<file path="config.mk">
export PLATFORM = sky130hd
export DESIGN_NAME = axilwr2wbsp
export DESIGN_NICKNAME = d
export VERILOG_FILES = /design/src/rtl/axilwr2wbsp.sv
export SDC_FILE = /design/constraint.sdc
export NUM_CORES = 1
export LEC_CHECK = 0
export BUFFER_PORTS_ARGS = -buffer_cell sky130_fd_sc_hd__buf_4
export CAP_MARGIN = 20
export CORE_MARGIN = 4
export CORE_UTILIZATION = 51
export CTS_BUF_LIST = sky130_fd_sc_hd__clkbuf_4 sky130_fd_sc_hd__clkbuf_8 sky130_fd_sc_hd__clkbuf_16
export DETAILED_ROUTE_END_ITERATION = 10
export PLACE_DENSITY = 0.79
export SLEW_MARGIN = 40
export SYNTH_ARGS = -nofsm -noshare
export SYNTH_HDL_FRONTEND = slang
export SYNTH_SLANG_ARGS = --single-unit
</file>
<file path="constraint.sdc">
create_clock -name i_clk -period 3.5 [get_ports i_clk]
set_input_delay 0.7 -clock i_clk [delete_from_list [all_inputs] [get_ports i_clk]]
set_output_delay 0.7 -clock i_clk [all_outputs]
set_load 0.01 [all_outputs]
</file>
<file path="src/rtl/axilwr2wbsp.sv">
// AXI-lite write channel to pipelined Wishbone bridge: joins one AW and one W beat
// into a single WB write and reports the ack/err (or watchdog abort) on the B channel.
module axilwr2wbsp #(
  parameter int C_AXI_DATA_WIDTH = 32,
  parameter int C_AXI_ADDR_WIDTH = 28,
  parameter int LGTIMEOUT        = 10,
  localparam int DW = C_AXI_DATA_WIDTH,
  localparam int AW = C_AXI_ADDR_WIDTH - $clog2(C_AXI_DATA_WIDTH / 8)
) (
  input  logic            i_clk,
  input  logic            i_reset,
  input  logic            i_axi_awvalid,
  output logic            o_axi_awready,
  input  logic [AW-1:0]   i_axi_awaddr,
  input  logic [2:0]      i_axi_awprot,
  input  logic            i_axi_wvalid,
  output logic            o_axi_wready,
  input  logic [DW-1:0]   i_axi_wdata,
  input  logic [DW/8-1:0] i_axi_wstrb,
  output logic            o_axi_bvalid,
  input  logic            i_axi_bready,
  output logic [1:0]      o_axi_bresp,
  output logic            o_wb_cyc,
  output logic            o_wb_stb,
  output logic            o_wb_we,
  output logic [AW-1:0]   o_wb_addr,
  output logic [DW-1:0]   o_wb_data,
  output logic [DW/8-1:0] o_wb_sel,
  input  logic            i_wb_stall,
  input  logic            i_wb_ack,
  input  logic            i_wb_err
);

  typedef enum logic [1:0] {S_IDLE, S_STB, S_WAIT, S_RESP} state_t;

  // Last count value before the watchdog fires; cyc is then high 2^LGTIMEOUT-1 cycles.
  localparam logic [LGTIMEOUT-1:0] TLAST = LGTIMEOUT'((1 << LGTIMEOUT) - 2);

  state_t               state_q, state_d;
  logic                 aw_full_q, aw_full_d;
  logic                 w_full_q, w_full_d;
  logic                 cyc_q, cyc_d;
  logic                 stb_q, stb_d;
  logic                 bvalid_q, bvalid_d;
  logic [1:0]           bresp_q, bresp_d;
  logic [LGTIMEOUT-1:0] timer_q, timer_d;
  logic [AW-1:0]        awaddr_q, addr_q;
  logic [DW-1:0]        wdata_q, data_q;
  logic [DW/8-1:0]      wstrb_q, sel_q;
  logic                 launch;
  logic                 unused_ok;

  assign unused_ok = ^i_axi_awprot;
  assign launch    = (state_q == S_IDLE) && aw_full_q && w_full_q;

  always_comb begin
    state_d   = state_q;
    cyc_d     = cyc_q;
    stb_d     = stb_q;
    bvalid_d  = bvalid_q;
    bresp_d   = bresp_q;
    timer_d   = timer_q;
    // A launch only happens with both buffers full, so it never races a handshake.
    aw_full_d = launch ? 1'b0 : (aw_full_q || i_axi_awvalid);
    w_full_d  = launch ? 1'b0 : (w_full_q || i_axi_wvalid);
    case (state_q)
      S_IDLE: begin
        if (launch) begin
          state_d = S_STB;
          cyc_d   = 1'b1;
          stb_d   = 1'b1;
          timer_d = '0;
        end
      end
      S_STB, S_WAIT: begin
        if (i_wb_ack || i_wb_err) begin
          state_d  = S_RESP;
          cyc_d    = 1'b0;
          stb_d    = 1'b0;
          bvalid_d = 1'b1;
          bresp_d  = i_wb_err ? 2'b10 : 2'b00;
        end else if (timer_q == TLAST) begin
          state_d  = S_RESP;
          cyc_d    = 1'b0;
          stb_d    = 1'b0;
          bvalid_d = 1'b1;
          bresp_d  = 2'b10;
        end else begin
          timer_d = timer_q + 1'b1;
          if ((state_q == S_STB) && !i_wb_stall) begin
            state_d = S_WAIT;
            stb_d   = 1'b0;
          end
        end
      end
      S_RESP: begin
        if (i_axi_bready) begin
          state_d  = S_IDLE;
          bvalid_d = 1'b0;
        end
      end
      default: state_d = S_IDLE;
    endcase
  end

  always_ff @(posedge i_clk) begin
    if (i_reset) begin
      state_q   <= S_IDLE;
      aw_full_q <= 1'b0;
      w_full_q  <= 1'b0;
      cyc_q     <= 1'b0;
      stb_q     <= 1'b0;
      bvalid_q  <= 1'b0;
      bresp_q   <= 2'b00;
      timer_q   <= '0;
    end else begin
      state_q   <= state_d;
      aw_full_q <= aw_full_d;
      w_full_q  <= w_full_d;
      cyc_q     <= cyc_d;
      stb_q     <= stb_d;
      bvalid_q  <= bvalid_d;
      bresp_q   <= bresp_d;
      timer_q   <= timer_d;
    end
  end

  // Datapath registers carry no reset; they are only observed while qualified.
  always_ff @(posedge i_clk) begin
    if (i_axi_awvalid && !aw_full_q) awaddr_q <= i_axi_awaddr;
    if (i_axi_wvalid && !w_full_q) begin
      wdata_q <= i_axi_wdata;
      wstrb_q <= i_axi_wstrb;
    end
    if (launch) begin
      addr_q <= awaddr_q;
      data_q <= wdata_q;
      sel_q  <= wstrb_q;
    end
  end

  assign o_axi_awready = !aw_full_q;
  assign o_axi_wready  = !w_full_q;
  assign o_axi_bvalid  = bvalid_q;
  assign o_axi_bresp   = bresp_q;
  assign o_wb_cyc      = cyc_q;
  assign o_wb_stb      = stb_q;
  assign o_wb_we       = cyc_q;
  assign o_wb_addr     = addr_q;
  assign o_wb_data     = data_q;
  assign o_wb_sel      = sel_q;

endmodule

</file>
After elaboration in Yosys (flattened, before gate mapping)
Cells that the tools add are included.
W data, S select, Z words.
{"block": "classes", "n_addsub": 1, "mul": 0, "n_div": 0, "order_cmp": 0, "n_eq_ne": 10, "shift": 0, "n_mux": 25, "n_bitwise": 0, "n_reduce_logical": 23}
{"operator": "$mux W10", "n": 3}
{"operator": "$pmux W10 S2", "n": 1}
{"operator": "$mux W2", "n": 8}
{"operator": "$reduce_and A3 Y1", "n": 4}
{"operator": "$add A10 B1 Y10 const B", "n": 1}
{"operator": "$eq A10 B10 Y1 const B", "n": 1}
{"operator": "$mux W1", "n": 9}
{"operator": "$ne A2 B2 Y1 const B", "n": 4}
{"operator": "$pmux W1 S2", "n": 3}
{"operator": "$pmux W2 S3", "n": 1}
{"operator": "$reduce_bool A2 Y1", "n": 3}
{"operator": "$logic_and A1 B1 Y1", "n": 5}
{"operator": "$eq A2 B2 Y1 const B", "n": 2}
{"operator": "$ne A4 B4 Y1 const B", "n": 1}
{"operator": "$reduce_and A4 Y1", "n": 1}
{"operator": "$reduce_or A2 Y1", "n": 2}
{"operator": "$logic_not A1 Y1", "n": 3}
{"operator": "$logic_or A1 B1 Y1", "n": 3}
{"operator": "$ne A3 B3 Y1 const B", "n": 1}
{"operator": "$eq A2 B1 Y1 const B", "n": 1}
{"operator": "$logic_not A2 Y1", "n": 1}
{"operator": "$reduce_and A2 Y1", "n": 1}
{"block": "totals", "ff_bits": 143, "latchBits": 0, "mem_bits_rw": 0, "rom_bits": 0, "inputBits": 73, "out_inout_bits": 70, "wordCells": 73, "memories": 0}

Longest topological paths before layout
Gate-level depths: netlist of run 1.
{"block": "depth", "ltp_word": 6, "ltp_mapped": 6, "ltp_nobuf": 6}

Least setup slack after synthesis of run 1
No wires, ideal clock.
{"block": "synth_timing", "path_kind": "reg2reg", "startpoint": "register state_q[1]", "endpoint": "register cyc_q (netlist: o_wb_cyc)", "setup_ns": 0.072, "arrival_time_ns": 2.463, "required_ns": 3.428, "path_slack_ns": 0.965, "path_stages_with_launch": 6, "n_path_buf": 0, "period_less_slack_ns": 2.535, "path_cell_list": "dfxtp_1 inv_1 ha_1 and3_1 o21ai_0 a21oi_1"}
{"block": "synth_between", "elab_chain_cells": 5, "elab_cells_between_ends": 11, "cone_classes": "eq/ne: 4; mux: 1; reduce/logical: 6"}
{"item": "start: declaration", "line": "39", "source": "state_t state_q, state_d;"}
{"item": "start signal: assignment", "line": "117", "source": "state_q <= state_d;"}
{"item": "$logic_not A2 Y1", "line": "54", "source": "assign launch = (state_q == S_IDLE) && aw_full_q && w_full_q;"}
{"item": "$logic_and A1 B1 Y1 (2 in series)", "line": "54"}
{"item": "named net launch", "line": "50", "source": "logic launch;"}
{"item": "$ne A2 B2 Y1 (no line)"}
{"item": "$reduce_and A3 Y1 (no line)"}
{"item": "end signal: assignment", "line": "120", "source": "cyc_q <= cyc_d;"}
{"item": "end: declaration", "line": "42", "source": "logic cyc_q, cyc_d;"}
The timed path passes the listed nets, and every way through them passes these cells.
A chain may end at the register's enable or synchronous reset.

Worst setup path in the final report of run 1
{"block": "layout_timing", "startpoint": "register state_q[0]", "endpoint": "register state_q[0]"}
{"block": "layout_between", "elab_chain_cells": 5, "elab_cells_between_ends": 13, "cone_classes": "eq/ne: 6; mux: 1; reduce/logical: 6"}
{"item": "parallel branches: the longest is 5 deep, another holds $ne A4 B4 Y1"}
Parallel ways; which one is timed is not known.

==> results of run 1 <==
registers in the layout, indices dropped and copies added, names as in the netlist:
name,count
aw_full_q,1
awaddr_q,26
o_axi_bresp,1
o_axi_bvalid,1
o_wb_addr,26
o_wb_cyc,1
o_wb_data,32
o_wb_sel,4
o_wb_stb,1
state_q,2
timer_q,10
w_full_q,1
wdata_q,32
wstrb_q,4
placed cells by master (no fill, tap or decap), drive strengths merged, types with 2 or more instances in the layout:
master | Yosys | layout
clkinv | 0 | 4
or4 | 4 | 4
nor2 | 10 | 10
a21oi | 7 | 7
o21ai | 6 | 6
a21o | 2 | 2
clkbuf | 2 | 17
ha | 7 | 7
edfxtp | 124 | 124
and3 | 2 | 2
nor3 | 3 | 3
a31oi | 6 | 6
inv | 10 | 16
nand2 | 11 | 11
or3 | 2 | 2
o311a | 2 | 2
clkinvlp | 0 | 4
dfxtp | 18 | 18
buf | 3 | 141
o31ai | 3 | 3
nand3 | 11 | 11
o21a | 4 | 4
nand4 | 4 | 4
and2b | 2 | 2
power by group through the flow:
stage / logic (mW) / registers (mW) / clock network [mW]
finish: 0.596 / 2.06 / 1.60
floorplan: 0.311 / 2.11 / 0
global route: 0.652 / 2.07 / 1.72
detailed placement: 0.595 / 2.09 / 0
global placement: 0.576 / 2.08 / 0
CTS: 0.597 / 2.06 / 1.63
worst max-delay path by stage:
stage	from	endpoint	slack, ns	depth (start not counted)
final	state_q[0]	state_q[0]	1.09	6
after global routing	state_q[0]	state_q[0]	0.85	6
after CTS	state_q[0]	state_q[0]	1.10	6
after detailed placement	state_q[0]	state_q[0]	1.12	6
after global placement	state_q[0]	timer_q[9]	1.23	6
after floorplan	state_q[1]	o_wb_cyc	0.96	5
metrics by stage:
| step | utilization (%) | hold WS, ns |
|---|---|---|
| floorplan | - | 0.400 |
| global placement | 65.4 | 0.400 |
| detailed placement | 65.4 | 0.405 |
| CTS | 71.3 | 0.340 |
| global route | 71.3 | 0.327 |
| finish | 71.3 | 0.366 |
cell families (layout without fill, tap and decap cells):
logic type	after synthesis	in the layout	synth area share, %
compound gates	41	41	6.59
flops	142	142	83.7
other cells	1	1	0.0768
simple gates	54	54	6.10
fa+ha+maj	7	7	1.79
buf+inv	15	182	1.33
mux	2	2	0.436
layer usage:
| layer | up-vias | GRT usage [%] |
|---|---|---|
| met5 | - | 0 |
| met4 | 0 | 5.83 |
| met3 | 10 | 6.31 |
| met2 | 124 | 30.4 |
| met1 | 1348 | 21.9 |
| li1 | 1330 | - |
cell type report:
cell class / count / area [um^2] / area share [%]
timing repair buffer: 141 / 1060 / 16.0
clock buffer: 17 / 414 / 6.26
clock inverter: 14 / 128 / 1.93
inverter: 10 / 37.5 / 0.567
tap: 129 / 161 / 2.44
sequential: 142 / 4080 / 61.7
multi-input combinational: 105 / 734 / 11.1
==> Flow_metrics.wiki, run 1 <==
{| class="wikitable"
! Metric !! Value
|-
| Number of register bits inferred by synthesis || 142
|-
| Detail Route met3 WL || 720 um
|-
| Largest fanout on the critical path || 15
|-
| Number of primary I/O pins || 143
|-
| Worst-Margin Slew || 0.580 ns
|-
| Hold bufs inserted after CTS || 0
|-
| MaxCap Viol Count || 0
|-
| Final WL || 9860 um
|-
| Sum Neg Setup Slack || 0 ns
|-
| VDD IR max || 0.369 mV
|-
| First-pass GRT wire length || 14900 um
|-
| GPL Wtd Cong || 0.917
|-
| Worst Setup Start Kind || register
|-
| Setup clock skew after layout || 0.0124 ns
|-
| Data required time at the worst endpoint || 3.92 ns
|-
| Switching Share || 26.2%
|-
| Height of the die || 106 um
|-
| Total gr overflow || 0
|-
| Fraction of post-synthesis cell area in the top cell type by area || 76.3%
|-
| Worst path cell trace || inv_1 -> ha_1 -> inv_2 -> o41ai_4 -> nor2_1 -> a311oi_1
|-
| Internal power || 3.14 mW
|-
| Length of routed met2 wiring || 5150 um
|-
| Layout fillers || 581
|-
| Post-placement setup slack || 1.12 ns
|-
| Max-slew violation total from the final report || 0
|-
| Class of the most critical hold timing path || input pin to register
|-
| Cell with the largest stage delay on the worst path || sky130_fd_sc_hd__o41ai_4
|-
| Worst setup margin || 1.09 ns
|-
| Clk sinks || 142
|-
| Worst r2r path cells || 6
|-
| Share of power burned in combinational logic || 14.0%
|-
| Worst flop-to-flop path startpoint || state_q[0]
|-
| Post-route DRC violation count || 0
|-
| Worst R2R Setup Slack || 1.09 ns
|-
| Total CTS buffers || 17
|-
| Number of buffers and inverters on the critical path || 2
|-
| Most used flip-flop cell after synthesis || sky130_fd_sc_hd__edfxtp_1
|-
| Yosys warnings || 0
|-
| Minimum period implied by the final worst setup slack || 2.41 ns
|-
| Number of standard cells in the final layout excluding fillers || 558
|-
| Worst hold path endpoint || awaddr_q[15]
|-
| Post-CTS sizing || 0
|-
| Net load switching power || 1.11 mW
|-
| Starting DRT DRC Count || 130
|-
| Post-route cell area || 6620 um^2
|-
| Die Wd || 106 um
|-
| Via-to-Cell Ratio || 5.04
|-
| Post-Route M1 WL || 3880 um
|-
| Areal power density over the cells || 642 nW/um^2
|-
| Data arrival time of the worst path || 2.83 ns
|-
| Largest net degree at the start of global routing || 38
|-
| Reported leakage power || 2.56 nW
|-
| Number of core rows || 35
|-
| Router iterations before antenna repair || 5
|-
| Total number of vias || 2812
|-
| Relative slew slack || 61.2%
|-
| Endpoints failing setup || 0
|-
| Highest routing layer actually used || met4
|-
| H-tree Lvls || 4
|-
| CTS tree || done
|-
| Beginning of the worst hold path || i_axi_awaddr[15]
|-
| ANT nets after route || 0
|-
| Critical path class || register to register
|-
| Part of the total power dissipated in sequential elements || 48.4%
|-
| Outcome || finished clean
|-
| Combined area of all synthesized cells || 4880 um^2
|-
| Share of flip-flops with an asynchronous set or reset after synthesis || 0%
|-
| Type of element capturing the critical path || register
|-
| Layout cell share with drive strength beyond 1 || 42.7%
|-
| Final Power || 4.25 mW
|-
| Cell type contributing the most total cell area after synthesis || sky130_fd_sc_hd__edfxtp_1
|-
| Net count of the mapped netlist || 342
|-
| Distinct cell type count after synthesis || 47
|-
| Hold path cells || 1
|-
| Reg2Reg Capture Point || state_q[0]
|-
| Top delay family on crit path || compound AO/OA/AOI/OAI gates
|-
| Number of enable-type register cells in the synthesized netlist || 124
|-
| Top-count cell post-synth || sky130_fd_sc_hd__edfxtp_1
|-
| Cell at the root of the clock tree || sky130_fd_sc_hd__clkbuf_8
|-
| Average instance area after synthesis || 18.6 um^2
|-
| Maximum clock rate || 415 MHz
|-
| Routed wirelength normalized by instance count || 17.7 um
|-
| Number of inserted diodes || 0
|-
| CORE AREA || 9280 um^2
|-
| Inst Count DP || 527
|-
| Final period util || 68.9%
|-
| Number of cells produced by synthesis || 262
|-
| Skew-Pair Late Insertion Delay || 0.51 ns
|-
| Maximum number of buffers from clock root to sink || 2
|-
| # Post-CTS Setup Buffers || 0
|-
| Count of final hold-check violations || 0
|-
| Share of the yosys chip area belonging to registers || 83.7%
|-
| Vias in the first global route || 2792
|-
| Share of power burned in the clock network || 37.6%
|-
| Port Buf Inserts || 138
|-
| Syn-to-layout area delta || 35.6%
|-
| Most used standard cells in the synthesized netlist || sky130_fd_sc_hd__edfxtp_1, sky130_fd_sc_hd__dfxtp_1, sky130_fd_sc_hd__nand3_1
|-
| Initial antenna violation count || 0
|-
| Max stage delay on crit path || 0.66 ns
|-
| Detailed placement HPWL || 6840 um
|-
| Clock slew at the register clock pins of the worst setup and hold paths || 0.06 ns
|-
| Placed Instance Area || 6080 um^2
|-
| Die Footprint || 11200 um^2
|-
| Setup repair after global routing missed its margin || no
|-
| Leading post-synthesis cells by cell area || sky130_fd_sc_hd__edfxtp_1, sky130_fd_sc_hd__dfxtp_1, sky130_fd_sc_hd__ha_1
|-
| Net count reported at finish || 497
|-
| Total global-route track usage || 18.1%
|-
| Starting Density || 52.6%
|}
No activity file was read; power rests on OpenSTA's default activity.
==> run 2, diff against run 1 <==
--- a/config.mk
+++ b/config.mk
@@ -8,10 +8,10 @@
 export BUFFER_PORTS_ARGS = -buffer_cell sky130_fd_sc_hd__buf_4
 export CAP_MARGIN = 20
 export CORE_MARGIN = 4
-export CORE_UTILIZATION = 51
+export CORE_UTILIZATION = 46
 export CTS_BUF_LIST = sky130_fd_sc_hd__clkbuf_4 sky130_fd_sc_hd__clkbuf_8 sky130_fd_sc_hd__clkbuf_16
 export DETAILED_ROUTE_END_ITERATION = 10
-export PLACE_DENSITY = 0.79
+export PLACE_DENSITY = 0.75
 export SLEW_MARGIN = 40
 export SYNTH_ARGS = -nofsm -noshare
 export SYNTH_HDL_FRONTEND = slang
==> constraint.sdc (replaced) <==
create_clock -name i_clk -period 2 [get_ports i_clk]
set_input_delay 0.4 -clock i_clk [delete_from_list [all_inputs] [get_ports i_clk]]
set_output_delay 0.4 -clock i_clk [all_outputs]
set_load 0.01 [all_outputs]
==> Flow_metrics.wiki, run 2 (synthesis gave the netlist of run 1 again) <==
{| class="wikitable"
! Metric !! Value
|-
| Syn-to-layout area delta || 39.7%
|-
| Largest net degree at the start of global routing || 37 (-2.6%)
|-
| Final WL || 10400 um (+5.8%)
|-
| Net count reported at finish || 507 (+2.0%)
|-
| ANT nets after route || 0 (unchanged)
|-
| CTS tree || done
|-
| Router iterations before antenna repair || 5 (unchanged)
|-
| Via-to-Cell Ratio || 5.04 (about the same)
|-
| Clock slew at the register clock pins of the worst setup and hold paths || 0.06 ns (about the same)
|-
| Setup repair after global routing missed its margin || yes
|-
| Hold bufs inserted after CTS || 0 (unchanged)
|-
| Internal power || 6.12 mW (+95%)
|-
| Type of element capturing the critical path || register
|-
| Placed Instance Area || 6180 um^2 (+1.8%)
|-
| Switching Share || 23.7% (-2.5 points)
|-
| # Post-CTS Setup Buffers || 0 (unchanged)
|-
| Setup clock skew after layout || 0.0122 ns (-0.000286 ns)
|-
| Total gr overflow || 0 (unchanged)
|-
| Maximum clock rate || 530 MHz (+28%)
|-
| Net load switching power || 1.90 mW (+71%)
|-
| Highest-count cells in the layout ignoring fill and taps || sky130_fd_sc_hd__buf_4, sky130_fd_sc_hd__edfxtp_1, sky130_fd_sc_hd__dfxtp_1
|-
| Count of final hold-check violations || 0 (unchanged)
|-
| Port Buf Inserts || 138 (unchanged)
|-
| Skew-Pair Late Insertion Delay || 0.51 ns (about the same)
|-
| Layout cell share with drive strength beyond 1 || 44.5% (+1.9 points)
|-
| Total global-route track usage || 17.1% (-0.94 points)
|-
| Worst r2r path cells || 6 (unchanged)
|-
| Die Footprint || 12300 um^2 (+10%)
|-
| Worst Setup Start Kind || register
|-
| Share of power burned in combinational logic || 15.1% (+1.1 points)
|-
| Starting DRT DRC Count || 294 (+130%)
|-
| Class of the most critical hold timing path || input pin to register
|-
| Maximum number of buffers from clock root to sink || 2 (unchanged)
|-
| Minimum period implied by the final worst setup slack || 1.89 ns (-0.525 ns)
|-
| Die Wd || 111 um (+4.9%)
|-
| Post-placement setup slack || 0.00323 ns (-1.11 ns)
|-
| Endpoints failing setup || 0 (unchanged)
|-
| Most common cell after layout, fill and taps aside || sky130_fd_sc_hd__buf_4
|-
| Worst flop-to-flop path startpoint || state_q[1]
|-
| Largest fanout on the critical path || 6 (-9)
|-
| Initial antenna violation count || 0 (unchanged)
|-
| Vias in the first global route || 2909 (+4.2%)
|-
| Height of the die || 111 um (+4.9%)
|-
| Post-route cell area || 6820 um^2 (+3.0%)
|-
| CORE AREA || 10300 um^2 (+11%)
|-
| Share of power burned in the clock network || 40.1% (+2.5 points)
|-
| Number of primary I/O pins || 143 (unchanged)
|-
| MaxCap Viol Count || 0 (unchanged)
|-
| Critical path class || register to register
|-
| Worst R2R Setup Slack || 0.11 ns (-0.98 ns)
|-
| Layout fillers || 666 (+15%)
|-
| Global-route track usage on met2 || 28.5% (-1.9 points)
|-
| Routed wirelength normalized by instance count || 18.1 um (+2.5%)
|-
| Number of core rows || 37 (+5.7%)
|-
| Post-route DRC violation count || 0 (unchanged)
|-
| H-tree Lvls || 4 (unchanged)
|-
| Fraction of met3 tracks used by global routing || 6.88% (+0.57 points)
|-
| GPL Wtd Cong || 0.858 (-6.4%)
|-
| Data arrival time of the worst path || 2.32 ns (-0.51 ns)
|-
| Data required time at the worst endpoint || 2.43 ns (-1.49 ns)
|-
| VDD IR max || 0.605 mV (+64%)
|-
| Starting Density || 47.3% (-5.3 points)
|-
| Detailed placement HPWL || 6940 um (+1.5%)
|-
| Max-slew violation total from the final report || 0 (unchanged)
|-
| Sum Neg Setup Slack || 0 ns (unchanged)
|-
| Sequential cell area in the final layout || 4090 um^2 (about the same)
|-
| Part of the total power dissipated in sequential elements || 44.8% (-3.6 points)
|-
| Final period util || 94.4% (+25 points)
|-
| Area used by multi-input combinational logic || 749 um^2 (+2.0%)
|-
| Cell at the root of the clock tree || sky130_fd_sc_hd__clkbuf_8
|-
| Worst setup margin || 0.113 ns (-0.975 ns)
|-
| Areal power density over the cells || 1180 nW/um^2 (+83%)
|-
| Clk sinks || 142 (unchanged)
|-
| First-pass GRT wire length || 15900 um (+6.7%)
|-
| Global routing's busiest layer || met2
|-
| Reported leakage power || 2.66 nW (+4.2%)
|-
| Hold path cells || 1 (unchanged)
|-
| Met1 Track Usage GR || 20.6% (-1.3 points)
|-
| Number of inserted diodes || 0 (unchanged)
|-
| Reg2Reg Capture Point || timer_q[5]
|-
| Total number of vias || 2902 (+3.2%)
|-
| Total CTS buffers || 17 (unchanged)
|-
| Outcome || finished clean
|-
| Beginning of the worst hold path || i_axi_awaddr[25]
|-
| Worst hold path endpoint || awaddr_q[25]
|}
-- run 2: cell types whose count changed in the layout (fill, tap and decap cells not counted), moves of 2 or more --
| cell | before | now |
|---|---|---|
| sky130_fd_sc_hd__buf_4 | 141 | 149 |
| sky130_fd_sc_hd__clkbuf_4 | 0 | 2 |
| sky130_fd_sc_hd__bufinv_16 | 0 | 4 |
| sky130_fd_sc_hd__clkinv_2 | 0 | 2 |
| sky130_fd_sc_hd__buf_12 | 0 | 2 |
| sky130_fd_sc_hd__inv_6 | 5 | 2 |
| sky130_fd_sc_hd__clkinvlp_4 | 4 | 2 |
-- run 2: power groups by stage --
| stage | clock, mW | combinational, mW | sequential, mW |
|---|---|---|---|
| floorplan | 0 | 0.544 | 3.69 |
| global placement | 0 | 1.13 | 3.63 |
| detailed placement | 0 | 1.17 | 3.65 |
| CTS | 3.27 | 1.19 | 3.59 |
| global route | 3.42 | 1.33 | 3.61 |
| finish | 3.22 | 1.22 | 3.59 |
-- run 2: cell type report --
cell class / count / area share, %
tap: 136 / 2.50
inverter: 10 / 0.550
timing repair buffer: 151 / 17.0
clock inverter: 13 / 2.77
sequential: 142 / 59.9
multi-input combinational: 105 / 11.0
clock buffer: 19 / 6.29
-- run 2: worst max-delay path, stage by stage (launching register included) --
cell and delay (ns):
sky130_fd_sc_hd__dfxtp_2 0.36, sky130_fd_sc_hd__inv_1 0.10, sky130_fd_sc_hd__ha_4 0.17, sky130_fd_sc_hd__a21boi_2 0.19, sky130_fd_sc_hd__or4_1 0.53, sky130_fd_sc_hd__or3_1 0.31, sky130_fd_sc_hd__a21oi_1 0.15
-- run 2: timing repair --
action                     in CTS  in global routing
hold endpoints to repair        0                  0
setup endpoints to repair       1                  8
pin swaps                       0                  0
gates resized for setup         1                  3
-- run 2: stage by stage --
stage | power (mW) | util [%] | hold WS, ns | cells
6_report | 8.02 | 66.1 | 0.0648 | 576
4_1_cts | 8.05 | 65.9 | 0.0392 | 576
2_1_floorplan | 4.24 | - | 0.400 | 262
3_5_place_dp | 4.82 | 59.9 | 0.405 | 544
3_3_place_gp | 4.76 | 59.9 | 0.400 | 544
5_1_grt | 8.36 | 66.1 | 0.0302 | 576
-- run 2: worst max path at each step --
stage | from | end | slack, ns | cells past startpoint
after floorplan | state_q[1] | o_wb_addr[0] | 0.17 | 3
after global placement | state_q[1] | timer_q[3] | 0.09 | 7
after detailed placement | state_q[1] | timer_q[3] | 0.003 | 7
after CTS | state_q[1] | timer_q[9] | 0.03 | 7
after global routing | timer_q[0] | timer_q[6] | -0.01 | 6
final | state_q[1] | timer_q[5] | 0.11 | 6
-- run 2: per-layer routing --
metal | up-vias | share of wire (%)
met2 | 145 | 51
met5 | - | 0
li1 | 1353 | -
met3 | 8 | 8.5
met4 | 0 | 0.92
met1 | 1396 | 40
==> run 3, diff against run 2 <==
--- a/config.mk
+++ b/config.mk
@@ -9,8 +9,9 @@
 export CAP_MARGIN = 20
 export CORE_MARGIN = 4
 export CORE_UTILIZATION = 46
-export CTS_BUF_LIST = sky130_fd_sc_hd__clkbuf_4 sky130_fd_sc_hd__clkbuf_8 sky130_fd_sc_hd__clkbuf_16
+export CTS_BUF_LIST = sky130_fd_sc_hd__clkbuf_16
 export DETAILED_ROUTE_END_ITERATION = 10
+export MAX_ROUTING_LAYER = met4
 export PLACE_DENSITY = 0.75
 export SLEW_MARGIN = 40
 export SYNTH_ARGS = -nofsm -noshare
==> Flow_metrics.wiki, run 3 (synthesis gave the netlist of run 1 again) <==
{| class="wikitable"
! Metric !! Value
|-
| Maximum clock rate || 530 MHz (about the same)
|-
| Vias in the first global route || 2954 (+1.5%)
|-
| Setup clock skew after layout || 0.00535 ns (-0.00681 ns)
|-
| Max-slew violation total from the final report || 0 (unchanged)
|-
| Final Power || 7.88 mW (-1.7%)
|-
| Layout fillers || 675 (+1.4%)
|-
| Starting Density || 47.3% (unchanged)
|-
| Clock slew at the register clock pins of the worst setup and hold paths || 0.06 ns (about the same)
|-
| Number of primary I/O pins || 143 (unchanged)
|-
| Final period util || 94.4% (about the same)
|-
| GPL Wtd Cong || 0.887 (+3.3%)
|-
| Minimum hold slack || 0.178 ns (+0.113 ns)
|-
| Height of the die || 111 um (unchanged)
|-
| Sum Neg Setup Slack || 0 ns (unchanged)
|-
| CORE AREA || 10300 um^2 (unchanged)
|-
| Largest fanout on the critical path || 10 (+4)
|-
| Die Footprint || 12300 um^2 (unchanged)
|-
| Routed wirelength normalized by instance count || 18.4 um (+1.7%)
|-
| Starting DRT DRC Count || 206 (-30%)
|-
| Total CTS buffers || 17 (unchanged)
|-
| Reported leakage power || 2.66 nW (-0.29%)
|-
| Number of inserted diodes || 0 (unchanged)
|-
| Net count reported at finish || 506 (-0.20%)
|-
| H-tree Lvls || 4 (unchanged)
|-
| Detailed placement HPWL || 7130 um (+2.7%)
|-
| Initial antenna violation count || 0 (unchanged)
|-
| Data arrival time of the worst path || 2.21 ns (-0.11 ns)
|-
| VDD IR max || 0.598 mV (-1.1%)
|-
| Areal power density over the cells || 1160 nW/um^2 (-1.5%)
|-
| Setup repair after global routing missed its margin || no
|-
| Total number of vias || 2908 (+0.21%)
|-
| Post-route cell area || 6800 um^2 (-0.22%)
|-
| Final WL || 10600 um (+1.5%)
|-
| Number of standard cells in the final layout excluding fillers || 575 (-0.17%)
|-
| Minimum period implied by the final worst setup slack || 1.89 ns (+0.000262 ns)
|-
| Outcome || finished clean
|-
| Clk sinks || 142 (unchanged)
|-
| Cell at the root of the clock tree || sky130_fd_sc_hd__clkbuf_16
|-
| Router iterations before antenna repair || 4 (-1)
|-
| Inst Count DP || 543 (-0.18%)
|-
| Layout cell share with drive strength beyond 1 || 44.0% (-0.58 points)
|-
| Most common cell after layout, fill and taps aside || sky130_fd_sc_hd__buf_4
|-
| Die Wd || 111 um (unchanged)
|-
| Skew-Pair Late Insertion Delay || 0.39 ns (-0.12 ns)
|-
| Post-route DRC violation count || 0 (unchanged)
|-
| ANT nets after route || 0 (unchanged)
|-
| Placed Instance Area || 6190 um^2 (about the same)
|-
| Syn-to-layout area delta || 39.4%
|-
| Total global-route track usage || 18.1% (+1.0 points)
|-
| Class of the most critical hold timing path || input pin to register
|-
| Via-to-Cell Ratio || 5.06 (+0.38%)
|-
| Number of core rows || 37 (unchanged)
|-
| Type of element capturing the critical path || register
|-
| First-pass GRT wire length || 16400 um (+3.2%)
|-
| # Post-CTS Setup Buffers || 0 (unchanged)
|-
| Maximum number of buffers from clock root to sink || 2 (unchanged)
|-
| Data required time at the worst endpoint || 2.33 ns (-0.10 ns)
|-
| Count of final hold-check violations || 0 (unchanged)
|-
| Endpoints failing setup || 0 (unchanged)
|-
| Worst Setup Start Kind || register
|-
| Port Buf Inserts || 138 (unchanged)
|-
| MaxCap Viol Count || 0 (unchanged)
|-
| Critical path class || register to register
|-
| Largest net degree at the start of global routing || 37 (unchanged)
|-
| Highest-count cells in the layout ignoring fill and taps || sky130_fd_sc_hd__buf_4, sky130_fd_sc_hd__edfxtp_1, sky130_fd_sc_hd__dfxtp_1, sky130_fd_sc_hd__clkbuf_16, sky130_fd_sc_hd__nand3_1
|-
| CTS tree || done
|-
| Total gr overflow || 0 (unchanged)
|-
| Hold bufs inserted after CTS || 0 (unchanged)
|}
[run 3: changes by cell type in the layout (fill, tap and decap cells not counted), moves of 2 or more]
cell                       previous run  this run
sky130_fd_sc_hd__buf_4              149       147
sky130_fd_sc_hd__clkbuf_4             2         0
sky130_fd_sc_hd__clkinv_1             0         2
sky130_fd_sc_hd__clkinv_4             3         1
[run 3: routing by layer]
metal / track usage (%) / vias up / routed length [um] / share of wire [%]
met4: 5.84 / 0 / 161 / 1.5
met3: 5.79 / 15 / 746 / 7.0
met2: 29.6 / 123 / 5360 / 51
met5: - / - / 0 / 0
li1: - / 1353 / - / -
met1: 21.7 / 1417 / 4320 / 41
[run 3: per-stage QoR]
| step | utilization (%) | setup WS, ns |
|---|---|---|
| finish | 65.9 | 0.112 |
| global route | 65.9 | 0.0152 |
| CTS | 65.7 | 0.00798 |
| detailed placement | 59.9 | 0.0345 |
| global placement | 59.9 | 0.113 |
| floorplan | - | 0.169 |
[run 3: timing repair]
action                                  CTS  global route
resized for setup                         0             5
endpoints found under the hold margin     0             0
endpoints found under the setup margin    0             4
[run 3: worst paths after layout]
| kind | start | endpoint | slack (ns) | depth (start not counted) |
|---|---|---|---|---|
| max | state_q[1] | timer_q[3] | 0.11 | 7 |
| max reg2reg | state_q[1] | timer_q[3] | 0.11 | 7 |
| min reg2reg | awaddr_q[22] | o_wb_addr[22] | 0.41 | 0 |
| min | i_axi_awaddr[9] | awaddr_q[9] | 0.18 | 1 |
[run 3: area by class of cell]
cell class,instances,area (um^2),share of cell area [%]
inverter,10,37.5,0.552
multi-input combinational,105,753,11.1
clock buffer,17,425,6.25
timing repair buffer,150,1160,17.1
clock inverter,15,169,2.48
tap,136,170,2.50
sequential,142,4090,60.0
[run 3: worst max-delay path, cell delays in order, from the launching register on]
cell and delay [ns]:
sky130_fd_sc_hd__dfxtp_2 0.35, sky130_fd_sc_hd__inv_1 0.07, sky130_fd_sc_hd__ha_1 0.37, sky130_fd_sc_hd__o21ai_2 0.12, sky130_fd_sc_hd__o41ai_4 0.10, sky130_fd_sc_hd__buf_4 0.18
sky130_fd_sc_hd__or4_1 0.47, sky130_fd_sc_hd__a21oi_1 0.16
[run 3: power by group]
part	leakage, nW	switching, mW	internal [mW]
combinational	1.07	0.663	0.539
clock	0.286	1.13	1.96
sequential	1.30	0.0926	3.50
total	2.66	1.89	6.00
